===== src/rtl/if_stage_pkg.sv =====
// Shared types and constants for the instruction-fetch stage.
// Latency: n/a (types only).
// Backpressure: n/a.
package if_stage_pkg;

    typedef enum logic [1:0] {
        BOOT  = 2'd0,
        FETCH = 2'd1,
        DRAIN = 2'd2
    } fetch_state_t;

    localparam logic [31:0] NOP_INST = 32'h0000_0013;

    // Decode-stage input bundle; fetch output is the same layout.
    typedef struct packed {
        logic [31:0] inst;
        logic [31:0] pc;
        logic [31:0] pc4;
    } id_stage_in_t;

    typedef id_stage_in_t if_stage_out_t;

    typedef struct packed {
        logic        req;
        logic [31:0] addr;
    } if_imem_req_t;

    localparam if_stage_out_t NOP_BUBBLE = '{inst: NOP_INST, pc: 32'h0, pc4: 32'h0};

endpackage


===== src/rtl/fetch_fifo.sv =====
// Small FIFO for fetched instructions and for in-flight fetch address tags.
// Latency: a pushed entry is visible at head the cycle after the push.
// Backpressure: none internal; caller never pushes when full or pops when empty; clear wins.
module fetch_fifo #(
    parameter int DEPTH = 2,
    parameter int WIDTH = 96,
    localparam int AW = $clog2(DEPTH),
    localparam int CW = AW + 1
) (
    input  logic             clk,
    input  logic             rst,
    input  logic             push,
    input  logic [WIDTH-1:0] push_data,
    input  logic             pop,
    input  logic             clear,
    output logic [WIDTH-1:0] head,
    output logic             full,
    output logic             empty,
    output logic [CW-1:0]    count
);

    localparam logic [CW-1:0] DEPTH_W = CW'(DEPTH);

    logic [WIDTH-1:0] mem [DEPTH];
    logic [AW-1:0]    wr_ptr;
    logic [AW-1:0]    rd_ptr;

    // Storage needs no reset; only pointers and count define validity.
    always_ff @(posedge clk) begin
        if (push && !clear) begin
            mem[wr_ptr] <= push_data;
        end
    end

    // Pointer and occupancy tracking; depth is a power of two so pointers wrap naturally.
    always_ff @(posedge clk or posedge rst) begin
        if (rst) begin
            wr_ptr <= '0;
            rd_ptr <= '0;
            count  <= '0;
        end else if (clear) begin
            wr_ptr <= '0;
            rd_ptr <= '0;
            count  <= '0;
        end else begin
            if (push) wr_ptr <= wr_ptr + 1'b1;
            if (pop)  rd_ptr <= rd_ptr + 1'b1;
            if (push && !pop) begin
                count <= count + 1'b1;
            end else if (pop && !push) begin
                count <= count - 1'b1;
            end
        end
    end

    assign head  = mem[rd_ptr];
    assign empty = (count == '0);
    assign full  = (count == DEPTH_W);

endmodule


===== src/rtl/if_stage.sv =====
// Instruction fetch: owns the PC, issues in-order imem requests, buffers replies for decode.
// Latency: rvalid to if_valid_o is 1 cycle when the buffer is empty and decode is not stalled.
// Backpressure: stall_i holds the output; requests stop once in-flight + buffered reaches FIFO_DEPTH.
module if_stage
    import if_stage_pkg::*;
#(
    parameter logic [31:0] RESET_PC   = 32'h0000_0000,
    parameter int          FIFO_DEPTH = 2
) (
    input  logic        clk,
    input  logic        rst,
    output logic        imem_req_o,
    output logic [31:0] imem_addr_o,
    input  logic        imem_gnt_i,
    input  logic        imem_rvalid_i,
    input  logic [31:0] imem_rdata_i,
    input  logic        stall_i,
    input  logic        redirect_i,
    input  logic [31:0] redirect_pc_i,
    output logic [95:0] if_out_o,
    output logic        if_valid_o
);

    localparam int              CW      = $clog2(FIFO_DEPTH) + 1;
    localparam logic [CW:0]     DEPTH_W = (CW+1)'(FIFO_DEPTH);

    fetch_state_t  state;
    logic [31:0]   pc;
    if_imem_req_t  imem_req;
    if_stage_out_t out_q;
    logic          out_vld;
    if_stage_out_t resp_entry;
    if_stage_out_t fifo_head;
    logic [31:0]   aq_head;
    logic [CW-1:0] aq_count;
    logic [CW-1:0] fifo_count;
    logic [CW-1:0] outstanding_next;
    logic [CW:0]   credit_used;
    logic          aq_full, aq_empty, fifo_full, fifo_empty;
    logic          fire, resp_ok, fifo_push, fifo_pop;

    // The address queue occupancy doubles as the outstanding-request counter.
    assign credit_used      = {1'b0, aq_count} + {1'b0, fifo_count};
    assign fire             = imem_req.req & imem_gnt_i;
    assign outstanding_next = aq_count + CW'(fire) - CW'(imem_rvalid_i);

    // Request only in FETCH and only while a buffer slot is guaranteed for the reply.
    always_comb begin
        imem_req.req  = 1'b0;
        imem_req.addr = pc;
        if (state == FETCH && credit_used < DEPTH_W) begin
            imem_req.req = 1'b1;
        end
    end

    assign imem_req_o  = imem_req.req;
    assign imem_addr_o = imem_req.addr;

    // Replies are only useful in FETCH; a redirect in the same cycle makes them stale.
    assign resp_ok    = imem_rvalid_i && (state == FETCH) && !redirect_i;
    assign resp_entry = '{inst: imem_rdata_i, pc: aq_head, pc4: aq_head + 32'd4};
    // Bypass straight into the output register when nothing is queued ahead.
    assign fifo_push  = resp_ok && (stall_i || !fifo_empty);
    assign fifo_pop   = !redirect_i && !stall_i && !fifo_empty;

    fetch_fifo #(.DEPTH(FIFO_DEPTH), .WIDTH(32)) u_addr_q (
        .clk       (clk),
        .rst       (rst),
        .push      (fire),
        .push_data (pc),
        .pop       (imem_rvalid_i && !aq_empty),
        .clear     (1'b0),
        .head      (aq_head),
        .full      (aq_full),
        .empty     (aq_empty),
        .count     (aq_count)
    );

    fetch_fifo #(.DEPTH(FIFO_DEPTH), .WIDTH(96)) u_inst_q (
        .clk       (clk),
        .rst       (rst),
        .push      (fifo_push),
        .push_data (resp_entry),
        .pop       (fifo_pop),
        .clear     (redirect_i),
        .head      (fifo_head),
        .full      (fifo_full),
        .empty     (fifo_empty),
        .count     (fifo_count)
    );

    // Fetch FSM and PC: redirect overrides everything; stale replies are drained before refetch.
    always_ff @(posedge clk or posedge rst) begin
        if (rst) begin
            state <= BOOT;
            pc    <= RESET_PC;
        end else if (redirect_i) begin
            pc    <= {redirect_pc_i[31:2], 2'b00};
            state <= (outstanding_next != '0) ? DRAIN : FETCH;
        end else begin
            if (fire) pc <= pc + 32'd4;
            case (state)
                BOOT:    state <= FETCH;
                FETCH:   state <= FETCH;
                DRAIN:   if (outstanding_next == '0) state <= FETCH;
                default: state <= BOOT;
            endcase
        end
    end

    // Output register toward decode: bubble on redirect, hold on stall, else next instruction.
    always_ff @(posedge clk or posedge rst) begin
        if (rst) begin
            out_q   <= NOP_BUBBLE;
            out_vld <= 1'b0;
        end else if (redirect_i) begin
            out_q   <= NOP_BUBBLE;
            out_vld <= 1'b0;
        end else if (!stall_i) begin
            if (!fifo_empty) begin
                out_q   <= fifo_head;
                out_vld <= 1'b1;
            end else if (resp_ok) begin
                out_q   <= resp_entry;
                out_vld <= 1'b1;
            end else begin
                out_q   <= NOP_BUBBLE;
                out_vld <= 1'b0;
            end
        end
    end

    assign if_out_o   = out_q;
    assign if_valid_o = out_vld;

    // The credit rule makes overflow unreachable; a reply with nothing in flight is a memory bug.
    a_no_fifo_overflow : assert property (@(posedge clk) disable iff (rst) !(fifo_push && fifo_full && !fifo_pop));
    a_no_aq_overflow   : assert property (@(posedge clk) disable iff (rst) !(fire && aq_full));
    a_no_orphan_rvalid : assert property (@(posedge clk) disable iff (rst) !(imem_rvalid_i && aq_empty));

endmodule


===== config.mk =====
export PLATFORM = sky130hd
export DESIGN_NAME = if_stage
export DESIGN_NICKNAME = d
export VERILOG_FILES = /design/src/rtl/if_stage_pkg.sv /design/src/rtl/fetch_fifo.sv /design/src/rtl/if_stage.sv
export SDC_FILE = /design/constraint.sdc
export NUM_CORES = 1
export LEC_CHECK = 0
export CORE_MARGIN = 10
export CORE_UTILIZATION = 30
export CTS_CLUSTER_SIZE = 25
export DETAILED_ROUTE_END_ITERATION = 12
export PLACE_DENSITY_LB_ADDON = 0.05
export SYNTH_ARGS = -nofsm -noshare
export SYNTH_HDL_FRONTEND = slang
export SYNTH_SLANG_ARGS = --single-unit

===== constraint.sdc =====
create_clock -name clk -period 12.6 [get_ports clk]
set_clock_uncertainty 0.1 [all_clocks]
set_input_delay 2.52 -clock clk [delete_from_list [all_inputs] [get_ports clk]]
set_output_delay 2.52 -clock clk [all_outputs]
set_load 0.02 [all_outputs]

==> impl_metrics.env, run 1 <==
export IMPL_rows=83
export IMPL_synth_simple_area_share_pct=9.14
export IMPL_ys_seq_elements=378
export IMPL_fp_dieW_um=249
export IMPL_slew_headroom_pct=33.1
export IMPL_io_pins=200
export IMPL_coreArea_um2=51500
export IMPL_final_nets=1414
export IMPL_crit_type="register to output pin"
export IMPL_synthArstFlopShare_pct=35.4
export IMPL_grt_overflow_total=0
export IMPL_hold_viol=0
export IMPL_grt_pass1_wl_um=65500
export IMPL_wl_per_cell_um=21.0
export IMPL_start_kind="register"
export IMPL_synth_edf_count=244
export IMPL_rsz0062_at_grt="false"
export IMPL_syn2layout_area_growth_pct=25.8
export IMPL_clk_pin_slew_ns=0.05
export IMPL_insertion_delay_ns=0.56
export IMPL_dieArea_um2=61900
export IMPL_hold_worst_slack_ns=0.385
export IMPL_post_cts_buffers=0
export IMPL_max_freq_mhz=182
export IMPL_finalSetupTns_ns=0
export IMPL_layout_drive_gt1_share_pct=8.60
export IMPL_r2r_cells=10
export IMPL_syn_cell_area_um2=15700
export IMPL_initial_core_util_pct=30.5
export IMPL_cp_max_fo=8
export IMPL_synth_cell_types=60
export IMPL_seqCellArea_um2=10700
export IMPL_setup_slack_ns=7.11
export IMPL_cts_resized=0
export IMPL_nFillCells=5012
export IMPL_r2r_start="u_addr_q.rd_ptr$_DFFE_PP0P_"
export IMPL_cts_root_buffer="clkbuf_16"
export IMPL_die_h_um=249
export IMPL_drt_wl_total_um=43200
export IMPL_cp_depth=5
export IMPL_cts_htree_levels=2
export IMPL_drv_slew=0
export IMPL_cts_num_sinks=378
export IMPL_cp_end_kind="output pin"
export IMPL_num_vias=9706
export IMPL_numCtsBuffers=44
export IMPL_cts_hold_buf=0
export IMPL_rrSetupSlack_ns=8.69
export IMPL_drc_errors=0
export IMPL_yosys_area_share_adder_pct=0.526
export IMPL_ys_warn_count=0
export IMPL_ant_nets=0
export IMPL_synthCells=1147
export IMPL_viasPerCell=4.73
export IMPL_gp_congestion=0.727
export IMPL_syn_mean_instance_area_um2=13.7
export IMPL_synth_main_ff_cell="edfxtp_1"
export IMPL_slowest_delay_ns=0.70
export IMPL_vdd_drop_max_mv=0.0793
export IMPL_antenna_found_initial=0
export IMPL_finalCritPeriodShare_pct=43.5
export IMPL_worst_pin_slew_ns=1.00
export IMPL_synth_compound_area_share_pct=7.80
export IMPL_pre_cts_ws_ns=6.65
export IMPL_setup_viol=0
export IMPL_synth_top_family_by_area="simple AND/OR/NAND/NOR gates"
export IMPL_grt_max_degree=82
export IMPL_p_per_area_nw_per_um2=166
export IMPL_clk_path_buf_depth=3
export IMPL_cts_tree="yes"
export IMPL_p_leak_nw=6.97
export IMPL_grt_pass1_vias=9913
export IMPL_layout_min_cycle_time_ns=5.49
export IMPL_worstReg2RegEnd="if_out_o[14]$_DFFE_PP0P_"
export IMPL_grt_usage_pct=13.6
export IMPL_path_buf_inv=2
export IMPL_crit_path_end="imem_req_o"
export IMPL_hold_class="register to register"
export IMPL_drt_iter0_drc=509
export IMPL_port_buffers=195
export IMPL_crit_family="buffers and inverters"
export IMPL_multi_input_area_um2=4590
export IMPL_antenna_cells=0
export IMPL_first_pass_iters=4
export IMPL_dpl_cell_area_um2=18400
export IMPL_path_cells="inv_1 > nor2_1 > fa_1 > nor4b_2 > clkdlybuf4s50_1"
export IMPL_critical_path_required_ns=9.98
export IMPL_yosysSeqAreaShare_pct=68.1
export IMPL_yosys_mux_area_fraction_pct=7.96
export IMPL_final_cell_area_um2=19700
export IMPL_yosys_area_share_xor_xnor_pct=3.57
export IMPL_maxCapViolCount=0
export IMPL_outcome="finished clean"
export IMPL_dpl_hpwl_um=27100
export IMPL_arrival_ns=2.87
export IMPL_critPathLaunch="u_inst_q.count[0]$_DFFE_PP0P_"
export IMPL_fin_util_pct=38.3
export IMPL_crit_path_top_delay_cell="clkdlybuf4s50_1"
==> routing by layer <==
metal	wire length [um]	share of wire, %	global-route usage (%)
met3	2180	5.0	3.64
met4	746	1.7	3.27
met2	19300	45	20.6
met1	21000	49	18.9
met5	0	0	0
==> state kept, by name, indices dropped and copies added, names as in the netlist, 2 cells and up <==
name / cells
if_out_o: 93
imem_addr_o: 30
state: 2
u_addr_q.count: 2
u_addr_q.mem: 60
u_inst_q.count: 2
u_inst_q.mem: 184
==> synthesized netlist by cell type, types with 5 or more instances <==
cell type / number / area [um2]
buf_4: 8 / 60.1
o21ai_1: 5 / 25.0
nor2_1: 116 / 435
mux2_2: 6 / 67.6
clkbuf_1: 46 / 173
nand3_1: 15 / 75.1
ha_1: 5 / 62.6
nand4_1: 17 / 106
a21oi_1: 33 / 165
buf_1: 8 / 30.0
nand2_1: 93 / 349
mux2i_1: 118 / 1180
nor3_1: 17 / 85.1
dfrtp_1: 131 / 3280
a221o_1: 42 / 420
xnor2_1: 51 / 447
or3_1: 5 / 31.3
o21ai_0: 32 / 160
inv_1: 39 / 146
and3_1: 6 / 37.5
o221ai_1: 30 / 263
edfxtp_1: 244 / 7330
o22ai_1: 8 / 50.1
xor2_1: 13 / 114
==> power breakdown <==
| group | internal, mW | switching, mW |
|---|---|---|
| Combinational | 0.202 | 0.332 |
| Sequential | 1.45 | 0.0697 |
| Clock | 0.730 | 0.497 |
==> stage by stage <==
step / std cells / total power, mW
global placement: 1972 / 2.08
detailed placement: 1972 / 2.08
global route: 2052 / 3.44
finish: 2052 / 3.28
floorplan: 1148 / 1.86
CTS: 2052 / 3.34
==> cell type report <==
type / count / area share (%)
inverters: 40 / 0.786
multi-input cells: 662 / 23.3
flip-flops and latches: 378 / 54.2
repair buffers: 212 / 10.5
well taps: 680 / 4.31
clock buffers: 65 / 6.39
clock inverters: 15 / 0.590
==> logic make-up (layout without fill, tap and decap cells) <==
kind of cell / count (synthesis) / in the layout
AO/OA/AOI/OAI: 164 / 164
multiplexers: 124 / 124
flip-flops: 378 / 378
XOR/XNOR: 64 / 64
other: 1 / 2
adder cells (fa/ha/maj): 6 / 6
buffers and inverters: 108 / 332
AND/OR/NAND/NOR: 302 / 302
==> worst min-delay path by stage <==
stage / startpoint / end / slack, ns / cells after the start
finish: if_out_o[36]$_DFFE_PP0P_ / if_out_o[36]$_DFFE_PP0P_ / 0.39 / 2
global route: if_out_o[50]$_DFFE_PP0P_ / if_out_o[50]$_DFFE_PP0P_ / 0.41 / 2
CTS: if_out_o[50]$_DFFE_PP0P_ / if_out_o[50]$_DFFE_PP0P_ / 0.40 / 2
detailed placement: if_out_o[48]$_DFFE_PP0P_ / if_out_o[48]$_DFFE_PP0P_ / 0.38 / 2
global placement: if_out_o[41]$_DFFE_PP0P_ / if_out_o[41]$_DFFE_PP0P_ / 0.37 / 2
floorplan: u_addr_q.wr_ptr$_DFFE_PP0P_ / u_addr_q.wr_ptr$_DFFE_PP0P_ / 0.36 / 1
==> layout by cell type, fill, tap and decap left out, types with 5 or more instances in the layout <==
master           instances
clkdlybuf4s50_1        193
nor2_1                 115
ha_1                     5
o21ai_0                 32
xor2_1                  13
and3_1                   5
mux2_2                   6
inv_1                   38
nor3_1                  16
o221ai_1                30
clkbuf_16               45
nand3_1                 15
dfrtp_1                129
xnor2_1                 51
clkinv_1                 7
edfxtp_1               244
buf_4                   18
clkbuf_8                 6
clkbuf_1                14
clkinv_2                 6
a221o_1                 42
nand2_1                 93
mux2i_1                118
o21ai_1                  5
o22ai_1                  8
nand4_1                 17
a21oi_1                 33
==> worst register-to-register path: stages, from the launching register on <==
cell and delay [ns]:
dfrtp_2 0.60, buf_4 0.52, mux2i_1 0.27, inv_1 0.17, ha_1 0.21, inv_1 0.10
a211oi_4 0.37, nand2_2 0.25, or4_1 0.59, xnor2_1 0.45, a221o_1 0.22
(Power assumes the default switching activity.)
==> run 2: changes to the inputs <==
==> constraint.sdc (replaced) <==
create_clock -name clk -period 5.6 [get_ports clk]
set_clock_uncertainty 0.1 [all_clocks]
set_input_delay 1.12 -clock clk [delete_from_list [all_inputs] [get_ports clk]]
set_output_delay 1.12 -clock clk [all_outputs]
set_load 0.02 [all_outputs]
==> run 2 against run 1 <==
  * Register-to-register slack worse by 6.5 ns
  * Global-route usage is essentially flat
  * Die area unchanged
  * Count of clock-buffer cells in the layout increased by 4
  * Sequential share of layout area decreased by 0.30 points
  * First-iteration DRC count increased by 5.9%
  * Via count increased by 0.57%
  * Critical path type unchanged
  * Critical endpoint unchanged
  * Highest routed layer unchanged
==> impl_metrics.env, run 2 (same netlist as run 1, synthesis figures left out) <==
export IMPL_num_vias=9761
export IMPL_rsz0062_at_grt="false"
export IMPL_fp_dieW_um=249
export IMPL_grt_overflow_total=0
export IMPL_clkPwrFrac_pct=37.5
export IMPL_dieArea_um2=61900
export IMPL_grt_usage_pct=13.6
export IMPL_dpl_cell_area_um2=18500
export IMPL_final_cell_mix="edfxtp_1, clkdlybuf4s50_1, dfrtp_1, mux2i_1, nor2_1"
export IMPL_crit_family="buffers and inverters"
export IMPL_cp_end_kind="output pin"
export IMPL_coreArea_um2=51500
export IMPL_swShare_pct=27.3
export IMPL_io_pins=200
export IMPL_start_kind="register"
export IMPL_antenna_found_initial=0
export IMPL_cts_num_sinks=378
export IMPL_worst_pin_slew_ns=0.986
export IMPL_port_buffers=195
export IMPL_finalSetupTns_ns=0
export IMPL_outcome="finished clean"
export IMPL_syn2layout_area_growth_pct=26.5
export IMPL_intPower_mw=5.38
export IMPL_cts_htree_levels=2
export IMPL_combPwrFrac_pct=16.3
export IMPL_initial_core_util_pct=30.5
export IMPL_slowest_delay_ns=0.71
export IMPL_max_freq_mhz=243
export IMPL_wl_per_cell_um=20.8
export IMPL_numCtsBuffers=45
export IMPL_drv_slew=0
export IMPL_cts_hold_buf=0
export IMPL_final_cell_area_um2=19800
export IMPL_cp_max_fo=8
export IMPL_cts_tree="yes"
export IMPL_vdd_drop_max_mv=0.161
export IMPL_dpl_hpwl_um=27600
export IMPL_total_power_mw=7.39
export IMPL_p_leak_nw=7.02
export IMPL_drt_iter0_drc=539
export IMPL_final_nets=1420
export IMPL_hold_class="register to register"
export IMPL_grt_pass1_vias=10200
export IMPL_post_cts_buffers=0
export IMPL_layout_drive_gt1_share_pct=8.93
export IMPL_p_switching_mw=2.02
export IMPL_ant_nets=0
export IMPL_mostFrequentLayoutCell="edfxtp_1"
export IMPL_finalCritPeriodShare_pct=73.5
export IMPL_drc_errors=0
export IMPL_grt_pass1_wl_um=65900
export IMPL_crit_type="register to output pin"
export IMPL_slew_headroom_pct=34.3
export IMPL_layout_min_cycle_time_ns=4.11
export IMPL_die_h_um=249
export IMPL_cts_resized=0
export IMPL_viasPerCell=4.74
export IMPL_hold_worst_slack_ns=0.392
export IMPL_gp_congestion=0.729
export IMPL_maxCapViolCount=0
export IMPL_top_register="u_inst_q.mem"
export IMPL_insertion_delay_ns=0.55
export IMPL_p_per_area_nw_per_um2=372
export IMPL_setup_viol=0
export IMPL_path_cells="inv_1 > nor2_1 > fa_1 > nor4b_2 > clkdlybuf4s50_1"
export IMPL_arrival_ns=2.89
export IMPL_seq_power_share_pct=46.2
export IMPL_path_buf_inv=2
export IMPL_rows=83
export IMPL_critical_path_required_ns=4.38
export IMPL_crit_path_top_delay_cell="clkdlybuf4s50_1"
export IMPL_cts_root_buffer="clkbuf_16"
export IMPL_antenna_cells=0
export IMPL_drt_wl_total_um=42800
export IMPL_clk_path_buf_depth=3
export IMPL_largest_reg_flops=184
export IMPL_clk_pin_slew_ns=0.06
export IMPL_hold_viol=0
export IMPL_first_pass_iters=5
export IMPL_grt_max_degree=74
-- run 2: layout make-up --
class | count | area [um2]
fill | 5014 | 31700
sequential | 378 | 10700
multi-input combinational | 662 | 4600
timing repair buffer | 217 | 2160
clock buffer | 69 | 1290
tap | 680 | 851
inverter | 40 | 155
clock inverter | 12 | 106
-- run 2: worst paths after layout --
| path | startpoint | end | slack (ns) | depth (start not counted) |
|---|---|---|---|---|
| setup / recovery | u_inst_q.count[0]$_DFFE_PP0P_ | imem_req_o | 1.49 | 5 |
| hold / removal | if_out_o[63]$_DFFE_PP0P_ | if_out_o[63]$_DFFE_PP0P_ | 0.39 | 2 |
| setup reg to reg | u_addr_q.rd_ptr$_DFFE_PP0P_ | if_out_o[14]$_DFFE_PP0P_ | 2.15 | 7 |
| hold reg to reg | if_out_o[63]$_DFFE_PP0P_ | if_out_o[63]$_DFFE_PP0P_ | 0.39 | 2 |
| max in group asynchronous | rst | if_out_o[17]$_DFFE_PP0P_ | 3.55 | 3 |
| min in group asynchronous | rst | if_out_o[83]$_DFFE_PP0P_ | 0.96 | 2 |
-- run 2: per-layer routing --
metal / vias up / share of wire [%] / global-route usage [%]
met5: - / 0 / 0
met4: 0 / 2.0 / 3.58
met3: 56 / 5.2 / 3.76
met2: 191 / 45 / 21.0
met1: 4890 / 48 / 18.4
li1: 4624 / - / -
-- run 2: power by group through the flow --
stage	sequential [mW]	clock (mW)	combinational, mW
after detailed placement	3.47	0	1.23
after floorplan	3.48	0	0.697
after global routing	3.44	3.00	1.33
after CTS	3.42	2.88	1.23
after global placement	3.47	0	1.21
final	3.41	2.78	1.21
-- run 2: stage by stage --
step	instances	setup WS [ns]	util (%)
after global routing	2058	1.26	38.5
after CTS	2058	1.42	38.5
after global placement	1977	1.54	35.8
after floorplan	1148	0.483	-
final	2058	1.49	38.5
after detailed placement	1977	1.49	35.8
-- run 2: tightest hold or removal path: cells and delay by family, from the launching register on --
family / cells / cell delay (ns)
AOI/OAI and AO/OA: 1 / 0.06
DFF: 1 / 0.34
and+or+nand+nor: 1 / 0.06
